==> src/rtl/fpga_ss_pkg.sv <==
// Shared types for the FPGA slave-serial loader: FSM encoding, error codes, word payload.
package fpga_ss_pkg;

    localparam int unsigned WORD_W = 16;
    localparam int unsigned BIT_W  = $clog2(WORD_W);

    typedef logic [WORD_W-1:0] word_t;

    typedef enum logic [2:0] {
        ST_IDLE,
        ST_PROG,
        ST_WAIT_INIT,
        ST_LOAD,
        ST_SHIFT,
        ST_FLUSH,
        ST_OK,
        ST_ERR
    } state_t;

    localparam logic [1:0] ERR_NONE    = 2'd0;
    localparam logic [1:0] ERR_INIT_TO = 2'd1;
    localparam logic [1:0] ERR_CRC     = 2'd2;

    // Rest states are the only ones where the loader is not working on a configuration.
    function automatic logic is_active(input state_t s);
        return !(s inside {ST_IDLE, ST_OK, ST_ERR});
    endfunction

endpackage

==> src/rtl/fpga_ss_loader_if.sv <==
// Bitstream word stream from the FTDI receive path into the slave-serial loader.
interface fpga_ss_loader_if;
    fpga_ss_pkg::word_t word_data;
    logic               word_valid;
    logic               word_ready;

    modport master (output word_data, output word_valid, input word_ready);
    modport slave  (input word_data, input word_valid, output word_ready);
endinterface

==> src/rtl/fpga_ss_loader_sync2.sv <==
// Two-flop synchronizer for the asynchronous FPGA status pins.
module sync2 (
    input  logic clk,
    input  logic rst,
    input  logic d,
    output logic q
);
    logic meta;

    always_ff @(posedge clk or posedge rst) begin
        if (rst) begin
            meta <= 1'b0;
            q    <= 1'b0;
        end else begin
            meta <= d;
            q    <= meta;
        end
    end
endmodule

==> src/rtl/fpga_ss_loader.sv <==
// Drives FPGA slave-serial configuration (PROGRAM_B, CCLK, DIN) from a 16-bit word stream.
// All pin and status outputs are registered.
module fpga_ss_loader
    import fpga_ss_pkg::*;
#(
    parameter int unsigned PROG_LOW_CYCLES = 64,
    parameter int unsigned CCLK_DIV        = 2,
    parameter int unsigned INIT_TIMEOUT    = 65535,
    parameter int unsigned DONE_EXTRA_CLKS = 16,
    parameter int unsigned CNT_W           = 24
) (
    input  logic                 clk,
    input  logic                 rst,
    input  logic                 start,
    input  logic                 abort,
    fpga_ss_loader_if.slave      word_if,
    input  logic                 fpga_init_b,
    input  logic                 fpga_done,
    output logic                 fpga_program_b,
    output logic                 fpga_bl_clk,
    output logic                 fpga_bl_data,
    output logic                 busy,
    output logic                 cfg_done,
    output logic                 cfg_error,
    output logic [1:0]           err_code,
    output logic [CNT_W-1:0]     words_loaded
);
    localparam int unsigned TMR_W = 32;
    localparam int unsigned DIV_W = $clog2(CCLK_DIV + 1);
    localparam int unsigned FL_W  = $clog2(DONE_EXTRA_CLKS + 1);

    logic init_b_sync, done_sync;

    sync2 u_init_sync (.clk(clk), .rst(rst), .d(fpga_init_b), .q(init_b_sync));
    sync2 u_done_sync (.clk(clk), .rst(rst), .d(fpga_done),   .q(done_sync));

    state_t            state_q, state_d;
    logic [TMR_W-1:0]  tmr_q, tmr_d;
    logic [DIV_W-1:0]  div_q, div_d;
    logic [BIT_W-1:0]  bit_q, bit_d;
    logic [FL_W-1:0]   flush_q, flush_d;
    word_t             shreg_q, shreg_d;
    logic              program_b_q, program_b_d;
    logic              cclk_q, cclk_d;
    logic              din_q, din_d;
    logic              ready_q, ready_d;
    logic              busy_q, busy_d;
    logic              done_q, done_d;
    logic              error_q, error_d;
    logic [1:0]        err_code_q, err_code_d;
    logic [CNT_W-1:0]  loaded_q, loaded_d;
    logic              phase_end;

    assign phase_end = (div_q == DIV_W'(CCLK_DIV - 1));

    always_ff @(posedge clk or posedge rst) begin
        if (rst) begin
            state_q     <= ST_IDLE;
            tmr_q       <= '0;
            div_q       <= '0;
            bit_q       <= '0;
            flush_q     <= '0;
            shreg_q     <= '0;
            program_b_q <= 1'b1;
            cclk_q      <= 1'b0;
            din_q       <= 1'b0;
            ready_q     <= 1'b0;
            busy_q      <= 1'b0;
            done_q      <= 1'b0;
            error_q     <= 1'b0;
            err_code_q  <= ERR_NONE;
            loaded_q    <= '0;
        end else begin
            state_q     <= state_d;
            tmr_q       <= tmr_d;
            div_q       <= div_d;
            bit_q       <= bit_d;
            flush_q     <= flush_d;
            shreg_q     <= shreg_d;
            program_b_q <= program_b_d;
            cclk_q      <= cclk_d;
            din_q       <= din_d;
            ready_q     <= ready_d;
            busy_q      <= busy_d;
            done_q      <= done_d;
            error_q     <= error_d;
            err_code_q  <= err_code_d;
            loaded_q    <= loaded_d;
        end
    end

    // Next-state and next-output logic; the CCLK divider toggles on each phase_end.
    always_comb begin
        state_d     = state_q;
        tmr_d       = tmr_q;
        div_d       = div_q;
        bit_d       = bit_q;
        flush_d     = flush_q;
        shreg_d     = shreg_q;
        program_b_d = program_b_q;
        cclk_d      = cclk_q;
        din_d       = din_q;
        ready_d     = 1'b0;
        done_d      = done_q;
        error_d     = error_q;
        err_code_d  = err_code_q;
        loaded_d    = loaded_q;

        case (state_q)
            ST_IDLE, ST_OK, ST_ERR: begin
                if (start) begin
                    state_d     = ST_PROG;
                    tmr_d       = '0;
                    program_b_d = 1'b0;
                    done_d      = 1'b0;
                    error_d     = 1'b0;
                    err_code_d  = ERR_NONE;
                    loaded_d    = '0;
                end
            end
            ST_PROG: begin
                if (tmr_q == TMR_W'(PROG_LOW_CYCLES - 1)) begin
                    state_d     = ST_WAIT_INIT;
                    tmr_d       = '0;
                    program_b_d = 1'b1;
                end else begin
                    tmr_d = tmr_q + TMR_W'(1);
                end
            end
            ST_WAIT_INIT: begin
                if (init_b_sync) begin
                    state_d = ST_LOAD;
                    ready_d = 1'b1;
                end else if (tmr_q == TMR_W'(INIT_TIMEOUT - 1)) begin
                    state_d    = ST_ERR;
                    error_d    = 1'b1;
                    err_code_d = ERR_INIT_TO;
                end else begin
                    tmr_d = tmr_q + TMR_W'(1);
                end
            end
            ST_LOAD, ST_SHIFT: begin
                if (!init_b_sync) begin
                    state_d    = ST_ERR;
                    error_d    = 1'b1;
                    err_code_d = ERR_CRC;
                    cclk_d     = 1'b0;
                    din_d      = 1'b0;
                end else if (state_q == ST_LOAD) begin
                    if (word_if.word_valid && ready_q) begin
                        state_d  = ST_SHIFT;
                        shreg_d  = word_if.word_data;
                        din_d    = word_if.word_data[WORD_W-1];
                        bit_d    = BIT_W'(WORD_W - 1);
                        div_d    = '0;
                        cclk_d   = 1'b0;
                        loaded_d = loaded_q + CNT_W'(1);
                    end else begin
                        ready_d = 1'b1;
                    end
                end else if (!phase_end) begin
                    div_d = div_q + DIV_W'(1);
                end else begin
                    div_d = '0;
                    if (!cclk_q) begin
                        cclk_d = 1'b1;
                    end else begin
                        cclk_d = 1'b0;
                        if (bit_q != '0) begin
                            bit_d = bit_q - BIT_W'(1);
                            din_d = shreg_q[bit_q - BIT_W'(1)];
                        end else if (done_sync) begin
                            state_d = ST_FLUSH;
                            din_d   = 1'b1;
                            flush_d = '0;
                        end else begin
                            state_d = ST_LOAD;
                            ready_d = 1'b1;
                        end
                    end
                end
            end
            ST_FLUSH: begin
                if (!phase_end) begin
                    div_d = div_q + DIV_W'(1);
                end else begin
                    div_d = '0;
                    if (!cclk_q) begin
                        cclk_d = 1'b1;
                    end else begin
                        cclk_d = 1'b0;
                        if (flush_q == FL_W'(DONE_EXTRA_CLKS - 1)) begin
                            state_d = ST_OK;
                            done_d  = 1'b1;
                            din_d   = 1'b0;
                        end else begin
                            flush_d = flush_q + FL_W'(1);
                        end
                    end
                end
            end
            default: state_d = ST_IDLE;
        endcase

        // Abort overrides everything, including a same-cycle start.
        if (abort) begin
            state_d     = ST_IDLE;
            program_b_d = 1'b1;
            cclk_d      = 1'b0;
            din_d       = 1'b0;
            ready_d     = 1'b0;
            done_d      = 1'b0;
            error_d     = 1'b0;
            err_code_d  = ERR_NONE;
        end

        busy_d = is_active(state_d);
    end

    assign word_if.word_ready = ready_q;
    assign fpga_program_b     = program_b_q;
    assign fpga_bl_clk        = cclk_q;
    assign fpga_bl_data       = din_q;
    assign busy               = busy_q;
    assign cfg_done           = done_q;
    assign cfg_error          = error_q;
    assign err_code           = err_code_q;
    assign words_loaded       = loaded_q;

endmodule

==> src/flat_wrapper.sv <==
// flat-port wrapper written by rule: the top's interface ports become plain ports
module fpga_ss_loader_flat import fpga_ss_pkg::*;
#(
    parameter int unsigned PROG_LOW_CYCLES = 64,
    parameter int unsigned CCLK_DIV        = 2,
    parameter int unsigned INIT_TIMEOUT    = 65535,
    parameter int unsigned DONE_EXTRA_CLKS = 16,
    parameter int unsigned CNT_W           = 24
)
  (clk, rst, start, abort, fpga_init_b, fpga_done, fpga_program_b, fpga_bl_clk, fpga_bl_data, busy, cfg_done, cfg_error, err_code, words_loaded, word_if_word_data, word_if_word_valid, word_if_word_ready);
  fpga_ss_loader_if word_if_i ();
  input  logic clk;
  input  logic rst;
  input  logic start;
  input  logic abort;
  input  logic fpga_init_b;
  input  logic fpga_done;
  output logic fpga_program_b;
  output logic fpga_bl_clk;
  output logic fpga_bl_data;
  output logic busy;
  output logic cfg_done;
  output logic cfg_error;
  output logic [1:0] err_code;
  output logic [CNT_W-1:0] words_loaded;
  input wire logic [$bits(word_if_i.word_data)-1:0] word_if_word_data;
  input wire logic [$bits(word_if_i.word_valid)-1:0] word_if_word_valid;
  output wire logic [$bits(word_if_i.word_ready)-1:0] word_if_word_ready;
  assign word_if_i.word_data = word_if_word_data;
  assign word_if_i.word_valid = word_if_word_valid;
  assign word_if_word_ready = word_if_i.word_ready;
  fpga_ss_loader #(.PROG_LOW_CYCLES(PROG_LOW_CYCLES), .CCLK_DIV(CCLK_DIV), .INIT_TIMEOUT(INIT_TIMEOUT), .DONE_EXTRA_CLKS(DONE_EXTRA_CLKS), .CNT_W(CNT_W)) u_core (.clk(clk), .rst(rst), .start(start), .abort(abort), .word_if(word_if_i), .fpga_init_b(fpga_init_b), .fpga_done(fpga_done), .fpga_program_b(fpga_program_b), .fpga_bl_clk(fpga_bl_clk), .fpga_bl_data(fpga_bl_data), .busy(busy), .cfg_done(cfg_done), .cfg_error(cfg_error), .err_code(err_code), .words_loaded(words_loaded));
endmodule
==> config.mk <==
export PLATFORM = sky130hd
export DESIGN_NAME = fpga_ss_loader_flat
export DESIGN_NICKNAME = d
export VERILOG_FILES = /design/src/rtl/fpga_ss_pkg.sv /design/src/rtl/fpga_ss_loader_if.sv /design/src/rtl/fpga_ss_loader_sync2.sv /design/src/rtl/fpga_ss_loader.sv /design/src/flat_wrapper.sv
export SDC_FILE = /design/constraint.sdc
export NUM_CORES = 1
export LEC_CHECK = 0
export BUFFER_PORTS_ARGS = -buffer_cell sky130_fd_sc_hd__buf_2
export CORE_MARGIN = 3
export CORE_UTILIZATION = 35
export DETAILED_ROUTE_END_ITERATION = 7
export HOLD_SLACK_MARGIN = 0.08
export MAX_ROUTING_LAYER = met4
export PLACE_DENSITY = 0.64
export SLEW_MARGIN = 15
export SYNTH_ARGS = -nofsm -noshare
export SYNTH_HDL_FRONTEND = slang
export SYNTH_HIERARCHICAL = 1
export SYNTH_SLANG_ARGS = --single-unit
export TNS_END_PERCENT = 20
==> constraint.sdc <==
create_clock -name clk -period 3.2 [get_ports clk]
set_input_delay 0.64 -clock clk [delete_from_list [all_inputs] [get_ports clk]]
set_output_delay 0.64 -clock clk [all_outputs]
set_load 0.01 [all_outputs]
Word-level counts from Yosys, hierarchy flattened
Cells that the tools add are included.
{ "totals": {"regBits": 99, "input_bits": 23, "out_inout_bits": 33, "wordCells": 192} }
{ "op_classes": {"add_sub_neg": 5, "n_lt_le_gt_ge": 1, "eq_ne": 41, "mux": 97, "reduce_logical": 29} }
{ "op_table": {"columns": ["cell", "n"], "rows": [
  ["32-bit 2-to-1 mux", 4],
  ["24-bit 2-to-1 mux", 4],
  ["32-bit one-hot mux with 3 select lines", 1],
  ["24-bit one-hot mux with 2 select lines", 1],
  ["3-bit 2-to-1 mux", 15],
  ["5-bit 2-to-1 mux", 9],
  ["1-bit 2-to-1 mux", 38],
  ["32-bit by 1-bit adder with 32-bit output (second input constant)", 1],
  ["32-bit by 16-bit == test with 1-bit output (second input constant)", 1],
  ["32-bit by 6-bit == test with 1-bit output (second input constant)", 1],
  ["24-bit by 1-bit adder with 24-bit output (second input constant)", 1],
  ["4-bit 2-to-1 mux", 5],
  ["3-bit == test (second input constant)", 6],
  ["2-bit 2-to-1 mux", 9],
  ["2-bit != test (second input constant)", 9],
  ["3-bit by 2-bit != test with 1-bit output (second input constant)", 5],
  ["3-bit one-hot mux with 5 select lines", 1],
  ["5-bit AND reduction", 3],
  ["3-bit nonzero test", 5],
  ["2-bit by 1-bit != test with 1-bit output (second input constant)", 6],
  ["3-bit != test (second input constant)", 4],
  ["5-bit by 3-bit != test with 1-bit output (second input constant)", 2],
  ["1-bit one-hot mux with 2 select lines", 5],
  ["5-bit one-hot mux with 2 select lines", 1],
  ["other kinds (27)", 36]
]} }

Depth between registers and ports, before layout
Gate-level depths: netlist of run 1.
{ "logic_depth": {"ltp_word": 11, "mapped_depth": 10, "ltp_nobuf": 10} }

By module
The synthesis of run 1 kept the hierarchy.
{ "by_module_without_submodules": {"columns": ["module", "n_inst", "cells_per_inst", "area_each_um2", "seq_area_each_um2"], "rows": [
  ["fpga_ss_loader", 1, 588, 5237.5, 2378.5],
  ["sync2", 2, 3, 53.8, 50.0]
]} }

Worst setup path after synthesis of run 1
Ideal clock, no wire load.
{ "synth_timing": {"path_kind": "register to register", "start": "reg u_core.bit_q[0]", "end": "reg u_core.busy_q (netlist: u_core/busy)", "setup_time_ps": 94, "arrival_time_ps": 2154, "t_required_ps": 3106, "setup_slack_ps": 952, "path_stages_with_launch": 11, "path_buffers": 1, "period_less_slack_ps": 2248, "cell_sequence": "dfrtp_1 buf_2 inv_1 ha_1 nor3b_1 nand2_1 o21ai_0 nand2_1 a221oi_2 nor4_1 a211oi_1"} }
{ "synth_between": {"elab_chain_len": 11, "elab_cells_between_ends": 13, "classes_between": "eq/ne (2); mux (7); reduce/logical (4)"} }
{ "synth_lines": {"columns": ["item", "line", "source"], "rows": [
  ["start: declaration", "fpga_ss_loader.sv:40", "logic [BIT_W-1:0] bit_q, bit_d;"],
  ["start signal: assignment", "fpga_ss_loader.sv:77", "bit_q <= bit_d;"],
  ["4-bit nonzero test *", "fpga_ss_loader.sv:169", "if (bit_q != '0) begin"],
  ["3-bit 2-to-1 mux *", "fpga_ss_loader.sv:169", null],
  ["3-bit 2-to-1 mux *", "fpga_ss_loader.sv:165", "if (!cclk_q) begin"],
  ["3-bit 2-to-1 mux *", "fpga_ss_loader.sv:161", "end else if (!phase_end) begin"],
  ["3-bit 2-to-1 mux *", "fpga_ss_loader.sv:149", "end else if (state_q == ST_LOAD) begin"],
  ["3-bit 2-to-1 mux *", "fpga_ss_loader.sv:143", "if (!init_b_sync) begin"],
  ["3-bit one-hot mux with 5 select lines *", "fpga_ss_loader.sv:109", "case (state_q)"],
  ["3-bit 2-to-1 mux *", "fpga_ss_loader.sv:206", "if (abort) begin"],
  ["named net u_core.state_d[1]", "fpga_ss_loader.sv:37", "state_t state_q, state_d;"],
  ["3-bit == test or 3-bit logical NOT (tied branches)", "fpga_ss_pkg.sv:26", "return !(s inside {ST_IDLE, ST_OK, ST_ERR});"],
  ["3-bit nonzero test *", "fpga_ss_pkg.sv:26", null],
  ["1-bit logical NOT *", "fpga_ss_pkg.sv:26", null],
  ["named net u_core.busy_d", "fpga_ss_loader.sv:47", "logic busy_q, busy_d;"],
  ["end signal: assignment", "fpga_ss_loader.sv:84", "busy_q <= busy_d;"],
  ["end: declaration", "fpga_ss_loader.sv:47", null]
]} }
Mark *: on every way through the listed nets, which the timed path passes. The rest lies on a longest branch.
A chain may end at the register's enable or synchronous reset.

Worst setup path after layout of run 1
Same ends and word-level chain as after synthesis.

==> summary.md, run 1 <==
| Metric | Value |
|---|---|
| Status | `finished clean` |
| GRT Residual Overflow | `0` |
| Final Util | `41.5%` |
| Drt wl/cell | `15.0 um` |
| First-pass GRT wire length | `21,200 um` |
| Syn nets | `623` |
| CTS Root Cell | `clkbuf_16` |
| Critical path required time | `3.46 ns` |
| Vias in the first global route | `4,170` |
| Relative slew margins | `38.8%` |
| Max Clk Rate | `367 MHz` |
| Pre-CTS WS | `0.563 ns` |
| Layout Nets | `673` |
| Post-synth EDFFs | `0` |
| Full die area | `16,800 um2` |
| H-tree levels | `3` |
| Yosys top cell area share | `45.9%` |
| Residual DRC | `0` |
| Initial antenna violation count | `0` |
| Post-cts resize count | `0` |
| Vias per cell | `5.40` |
| Reg-to-Reg End | `u_core/busy` |
| Synth warn | `6` |
| Worst-Skew Late Latency | `0.36 ns` |
| Seq cells post-synth | `99` |
| Clk pin slew, worst setup/hold paths | `0.07 ns` |
| Final hold violations | `0` |
| # rows | `44` |
| CP Launch Point | `u_core/bit_q[0]` |
| Reg-to-Reg Start | `u_core/bit_q[0]` |
| Sequential fraction of the synthesis area | `46.4%` |
| Peak supply drop | `272 uV` |
| ANT nets after route | `0` |
| Half-perimeter wire length after placement | `8950 um` |
| Yosys top cell by area | `dfrtp_1` |
| Main synth FF type | `dfrtp_1` |
| Share of cells above drive strength 1 | `17.4%` |
| Mapped cell area | `5350 um2` |
| RePlAce Congestion | `0.874` |
| Largest cells by area after synthesis | `dfrtp_1, nand2_1, nor2_1` |
| First drt pass iteration count | `5` |
| R2r worst-path depth | `9` |
| Syn_area_per_cell | `9.00 um2` |
| Int Pwr | `1.95 mW` |
| Distinct cells, synth | `69` |
| Final Max Slew Viols | `0` |
| # port buffers | `55` |
| Power per Cell Area | `446 nW/um2` |
| Crit path launch type | `flop` |
| Die Y | `130 um` |
| Switching share of total power | `28.7%` |
| Fraction of registers with async set or reset after synthesis | `100%` |
| Hold buffer count at cts | `0` |
| Area delta synth->final | `14.6%` |
| Max-capacitance violation count | `0` |
| Sw Pwr | `0.784 mW` |
| Synth top cells by count | `dfrtp_1, nand2_1, nor2_1` |
| Chip width | `130 um` |
| Largest net degree at the start of global routing | `60` |
| Max Buffers Root-to-Sink | `2` |
| Final Critical Period | `2.73 ns` |
| Worst setup path class | `reg2reg` |
| Synthesized instance count | `594` |
| Final WS setup | `0.473 ns` |
| Clock Skew | `0.00960 ns` |
| Core Footprint | `14,800 um2` |
| Total track usage | `15.9%` |
| Sequential Power Share | `48.8%` |
| TritonCTS clock tree | `done` |
| Aggregate routed wire length | `12,500 um` |
| Crit path DAT | `2.99 ns` |
| Clock tree sinks | `99` |
| Crit end category | `flop` |
| Worst-margin pin slew | `0.913 ns` |
| R2R Setup Slk | `0.47 ns` |
| Clock power share | `38.6%` |
| Postcts setup bufs | `0` |
| Combinational share of power | `12.7%` |
| Worst Hold Class | `in2async` |
| Crit-path max FO | `8` |
| Setup TNS | `0 ns` |
| Vias | `4,496` |
| ANT cells | `0` |
| Initial Util | `36.2%` |
| RSZ-0062 raised after global routing | `false` |
| Crit share post-route | `85.2%` |
| Most common cell in the synthesized netlist | `dfrtp_1` |
| IO Count | `56` |
| Final Setup Violations | `0` |
| Iter 0 DRT Violations | `305` |
| Inserted Clock Buffers | `9` |
| Leakage power | `2.77 nW` |
-- worst max path at each step --
stage | slack (ns) | endpoint
2_1_floorplan | 0.08 | u_core/bit_q[0]
3_3_place_gp | 0.57 | u_core/tmr_q[31]
3_5_place_dp | 0.56 | u_core/busy
4_1_cts | 0.53 | u_core/busy
5_1_grt | 0.25 | u_core/busy
6_report | 0.47 | u_core/busy
-- layout by cell type, fill, tap and decap left out, types with 3 or more instances in the layout --
cell and instances:
inv_1 13, dfrtp_1 98, nor3_1 14, xor2_1 25, o21a_1 3, buf_2 55
and2_1 8, mux2i_1 4, nor2b_1 4, buf_4 10, nand3_1 28, clkbuf_16 9
a21boi_0 3, nor2_1 64, nor4_1 7, xnor2_1 8, a211oi_1 3, a21oi_2 3
and4_1 4, o21ai_0 40, inv_6 3, a31oi_1 7, nand4_1 23, nand4b_1 4
a21oi_1 25, mux4_2 4, and3_4 3, o31ai_1 8, nand2_1 95, or3_1 10
ha_1 6, nor3b_1 3, and3_1 8
-- worst max-delay path: stages (launching register included) --
cell      delay [ns]
dfrtp_1         0.51
inv_1           0.11
ha_1            0.26
nor3b_1         0.52
nand2_1         0.23
o21ai_0         0.20
nand2_1         0.09
a221oi_2        0.39
nor4_1          0.11
a211oi_1        0.22
-- per-layer routing --
layer	wire [um]	vias up	GRT usage, %	share of wire [%]
met5	0	-	-	0
met4	153	0	4.40	1.2
met3	608	12	3.17	4.9
met2	5620	119	23.1	45
met1	6150	2151	22.8	49
li1	-	2214	-	-
-- stage by stage --
stage / cell area, um2 / total power, mW / instances / hold slack, ns
2_1_floorplan: 5350 / 1.59 / 594 / 0.331
3_3_place_gp: 5840 / 1.70 / 817 / 0.335
3_5_place_dp: 5840 / 1.70 / 817 / 0.342
4_1_cts: 6120 / 2.76 / 833 / 0.146
5_1_grt: 6120 / 2.87 / 833 / 0.154
6_report: 6120 / 2.73 / 833 / 0.155
-- logic make-up (layout without fill, tap and decap cells) --
family / after synthesis / in the layout / share of synthesized area (%)
DFF: 99 / 99 / 46.4
buffers and inverters: 42 / 97 / 3.42
muxes: 10 / 10 / 2.86
adders and majority gates: 6 / 6 / 1.40
xor gates and xnor gates: 33 / 33 / 5.41
and+or+nand+nor: 293 / 293 / 27.6
AOI/OAI and AO/OA: 111 / 111 / 12.9
-- cell type report --
| class | instances | area, um2 |
|---|---|---|
| tap | 184 | 230 |
| clock inverter | 7 | 57.6 |
| inverter | 15 | 57.6 |
| fill | 1466 | 8630 |
| multi-input combinational | 453 | 2710 |
| timing repair buffer | 66 | 370 |
| sequential | 99 | 2480 |
| clock buffer | 9 | 225 |
-- power groups by stage --
stage	clock network, mW	registers, mW	logic (mW)
global route	1.13	1.34	0.392
floorplan	0	1.34	0.251
CTS	1.08	1.33	0.348
global placement	0	1.35	0.344
detailed placement	0	1.36	0.347
finish	1.05	1.33	0.345
-- registers in the layout (all words and copies together), names as in the netlist --
signal and cells:
u_core/div_q 2, u_core/bit_q 4, u_core/fpga_bl_clk 1, u_core/err_code 2, u_core/state_q 3, u_core/cfg_error 1, u_core/word_if.word_ready 1, u_core/shreg_q 16
u_core/u_done_sync/meta 1, u_core/fpga_bl_data 1, u_core/u_done_sync/q 1, u_core/flush_q 5, u_core/u_init_sync/q 1, u_core/u_init_sync/meta 1, u_core/busy 1, u_core/tmr_q 32
u_core/words_loaded 24, u_core/fpga_program_b 1, u_core/cfg_done 1
Power figures use the tool's default switching activity.
==> run 2, diff against run 1 <==
--- a/config.mk
+++ b/config.mk
@@ -8,6 +8,7 @@
 export BUFFER_PORTS_ARGS = -buffer_cell sky130_fd_sc_hd__buf_2
 export CORE_MARGIN = 3
 export CORE_UTILIZATION = 35
+export CTS_BUF_LIST = sky130_fd_sc_hd__clkbuf_2 sky130_fd_sc_hd__clkbuf_4 sky130_fd_sc_hd__clkbuf_8
 export DETAILED_ROUTE_END_ITERATION = 7
 export HOLD_SLACK_MARGIN = 0.08
 export MAX_ROUTING_LAYER = met4
==> run 2 against run 1 <==
Global-route usage about the same; die area unchanged; sequential power about the same; sequential share of layout area up 0.68 points; via count about the same; combinational power about the same; design area down 1.7%; count of clock-buffer cells in the layout unchanged; sequential cell count unchanged.
==> summary.md, run 2 (synthesis results as in run 1) <==
| Metric | Value |
|---|---|
| Status | `finished clean (unchanged)` |
| Full die area | `16,800 um2 (unchanged)` |
| Share of cells above drive strength 1 | `17.4% (unchanged)` |
| # port buffers | `55 (unchanged)` |
| Area delta synth->final | `12.7% (was 14.6%)` |
| Layout Nets | `673 (unchanged)` |
| IO Count | `56 (unchanged)` |
| Vias | `4,500 (was 4,496)` |
| Inserted Clock Buffers | `9 (unchanged)` |
| Hold buffer count at cts | `0 (unchanged)` |
| # fillers | `1,478 (was 1,466)` |
| Crit share post-route | `85.5% (was 85.2%)` |
| Total track usage | `16.0% (was 15.9%)` |
| Final Util | `40.8% (was 41.5%)` |
| H-tree levels | `3 (unchanged)` |
| Clock tree sinks | `99 (unchanged)` |
| Most flops, register | `u_core/tmr_q (unchanged)` |
| Residual DRC | `0 (unchanged)` |
| Aggregate routed wire length | `12,500 um (about the same)` |
| Worst Hold Class | `in2async (unchanged)` |
| Crit path DAT | `3.03 ns (was 2.99 ns)` |
| TritonCTS clock tree | `done (unchanged)` |
| Peak supply drop | `230 uV (was 272 uV)` |
| Worst-Skew Late Latency | `0.39 ns (was 0.36 ns)` |
| Worst-margin pin slew | `0.882 ns (was 0.913 ns)` |
| Crit end category | `flop (unchanged)` |
| Chip width | `130 um (unchanged)` |
| Postcts setup bufs | `0 (unchanged)` |
| Post-layout power | `2.45 mW (was 2.73 mW)` |
| Sequential Power Share | `54.2% (was 48.8%)` |
| Sw Pwr | `0.755 mW (was 0.784 mW)` |
| Final Setup Violations | `0 (unchanged)` |
| Max Buffers Root-to-Sink | `2 (unchanged)` |
| Clk pin slew, worst setup/hold paths | `0.10 ns (was 0.07 ns)` |
| Switching share of total power | `30.8% (was 28.7%)` |
| Int Pwr | `1.70 mW (was 1.95 mW)` |
| Final hold violations | `0 (unchanged)` |
| ANT cells | `0 (unchanged)` |
| Core Footprint | `14,800 um2 (unchanged)` |
| Initial Util | `36.2% (unchanged)` |
| Crit-path max FO | `8 (unchanged)` |
| Most frequent cells in the layout | `dfrtp_1, nand2_1, nor2_1 (unchanged)` |
| Max Clk Rate | `366 MHz (was 367 MHz)` |
| Vias in the first global route | `4,168 (was 4,170)` |
| First-pass GRT wire length | `21,200 um (about the same)` |
| ANT nets after route | `0 (unchanged)` |
| CTS Root Cell | `clkbuf_8 (was clkbuf_16)` |
| Vias per cell | `5.40 (about the same)` |
| Pre-CTS WS | `0.563 ns (unchanged)` |
| Relative slew margins | `40.9% (was 38.8%)` |
| Half-perimeter wire length after placement | `8950 um (unchanged)` |
| Iter 0 DRT Violations | `367 (was 305)` |
| Worst setup path class | `reg2reg (unchanged)` |
| # rows | `44 (unchanged)` |
| Final Max Slew Viols | `0 (unchanged)` |
| Max-capacitance violation count | `0 (unchanged)` |
| Power per Cell Area | `408 nW/um2 (was 446 nW/um2)` |
| Critical path required time | `3.50 ns (was 3.46 ns)` |
| Drt wl/cell | `15.0 um (about the same)` |
| RePlAce Congestion | `0.874 (unchanged)` |
| Setup TNS | `0 ns (unchanged)` |
| Crit path launch type | `flop (unchanged)` |
| Leakage power | `2.73 nW (was 2.77 nW)` |
| Combinational share of power | `14.1% (was 12.7%)` |
| Clock power share | `31.7% (was 38.6%)` |
| RSZ-0062 raised after global routing | `false (unchanged)` |
| First drt pass iteration count | `5 (unchanged)` |
| Clock Skew | `0.0141 ns (was 0.00960 ns)` |
| Most common cell after layout, fill and taps aside | `dfrtp_1 (unchanged)` |
| GRT Residual Overflow | `0 (unchanged)` |
| Final WS setup | `0.465 ns (was 0.473 ns)` |
| Max FFs per register | `32 (unchanged)` |
| Initial antenna violation count | `0 (unchanged)` |
| Final Critical Period | `2.74 ns (was 2.73 ns)` |
| Largest net degree at the start of global routing | `60 (unchanged)` |
| Die Y | `130 um (unchanged)` |
| Post-cts resize count | `0 (unchanged)` |
-- run 2: path summary, 6_finish.rpt --
check | cells after the start | from | end | slack [ns]
setup / recovery | 9 | u_core/bit_q[0] | u_core/busy | 0.46
hold / removal | 2 | rst | u_core/u_init_sync/q | 0.12
setup reg to reg | 9 | u_core/bit_q[0] | u_core/busy | 0.46
hold reg to reg | 0 | u_core/u_init_sync/meta | u_core/u_init_sync/q | 0.36
max in group asynchronous | 3 | rst | u_core/fpga_program_b | 2.11
min in group clk | 0 | u_core/u_init_sync/meta | u_core/u_init_sync/q | 0.36
-- run 2: routing by layer --
layer	GRT usage (%)	share of wire, %	routed length (um)	vias up
li1	-	-	-	2203
met1	22.6	49	6080	2170
met2	23.3	45	5610	112
met3	2.56	4.9	608	15
met4	5.68	1.7	212	0
met5	-	0	0	-
-- run 2: power by group through the flow --
| stage | combinational, mW | sequential [mW] | clock [mW] |
|---|---|---|---|
| final | 0.345 | 1.33 | 0.779 |
| after global routing | 0.392 | 1.34 | 0.856 |
| after CTS | 0.348 | 1.33 | 0.804 |
| after detailed placement | 0.347 | 1.36 | 0 |
| after global placement | 0.344 | 1.35 | 0 |
| after floorplan | 0.251 | 1.34 | 0 |
-- run 2: worst max-delay path, cell delays in order, from the launching register on --
cell and delay [ns]:
dfrtp_1 0.52, inv_1 0.10, ha_1 0.26, nor3b_1 0.53
nand2_1 0.23, o21ai_0 0.20, nand2_1 0.09, a221oi_2 0.39
nor4_1 0.11, a211oi_1 0.22
-- run 2: layout make-up --
| cell class | instances | area, um2 | share of cell area (%) |
|---|---|---|---|
| Clock buffer | 9 | 124 | 2.06 |
| Clock inverter | 7 | 57.6 | 0.956 |
| Inverter | 15 | 57.6 | 0.956 |
| Multi-Input combinational cell | 453 | 2710 | 44.9 |
| Sequential cell | 99 | 2480 | 41.2 |
| Tap cell | 184 | 230 | 3.82 |
| Timing Repair Buffer | 66 | 370 | 6.15 |
-- run 2: stage by stage --
step | std cells | hold WS [ns] | area [um2]
after floorplan | 594 | 0.331 | 5350
after global placement | 817 | 0.335 | 5840
after detailed placement | 817 | 0.342 | 5840
after CTS | 833 | 0.0998 | 6020
after global routing | 833 | 0.104 | 6020
final | 833 | 0.117 | 6020
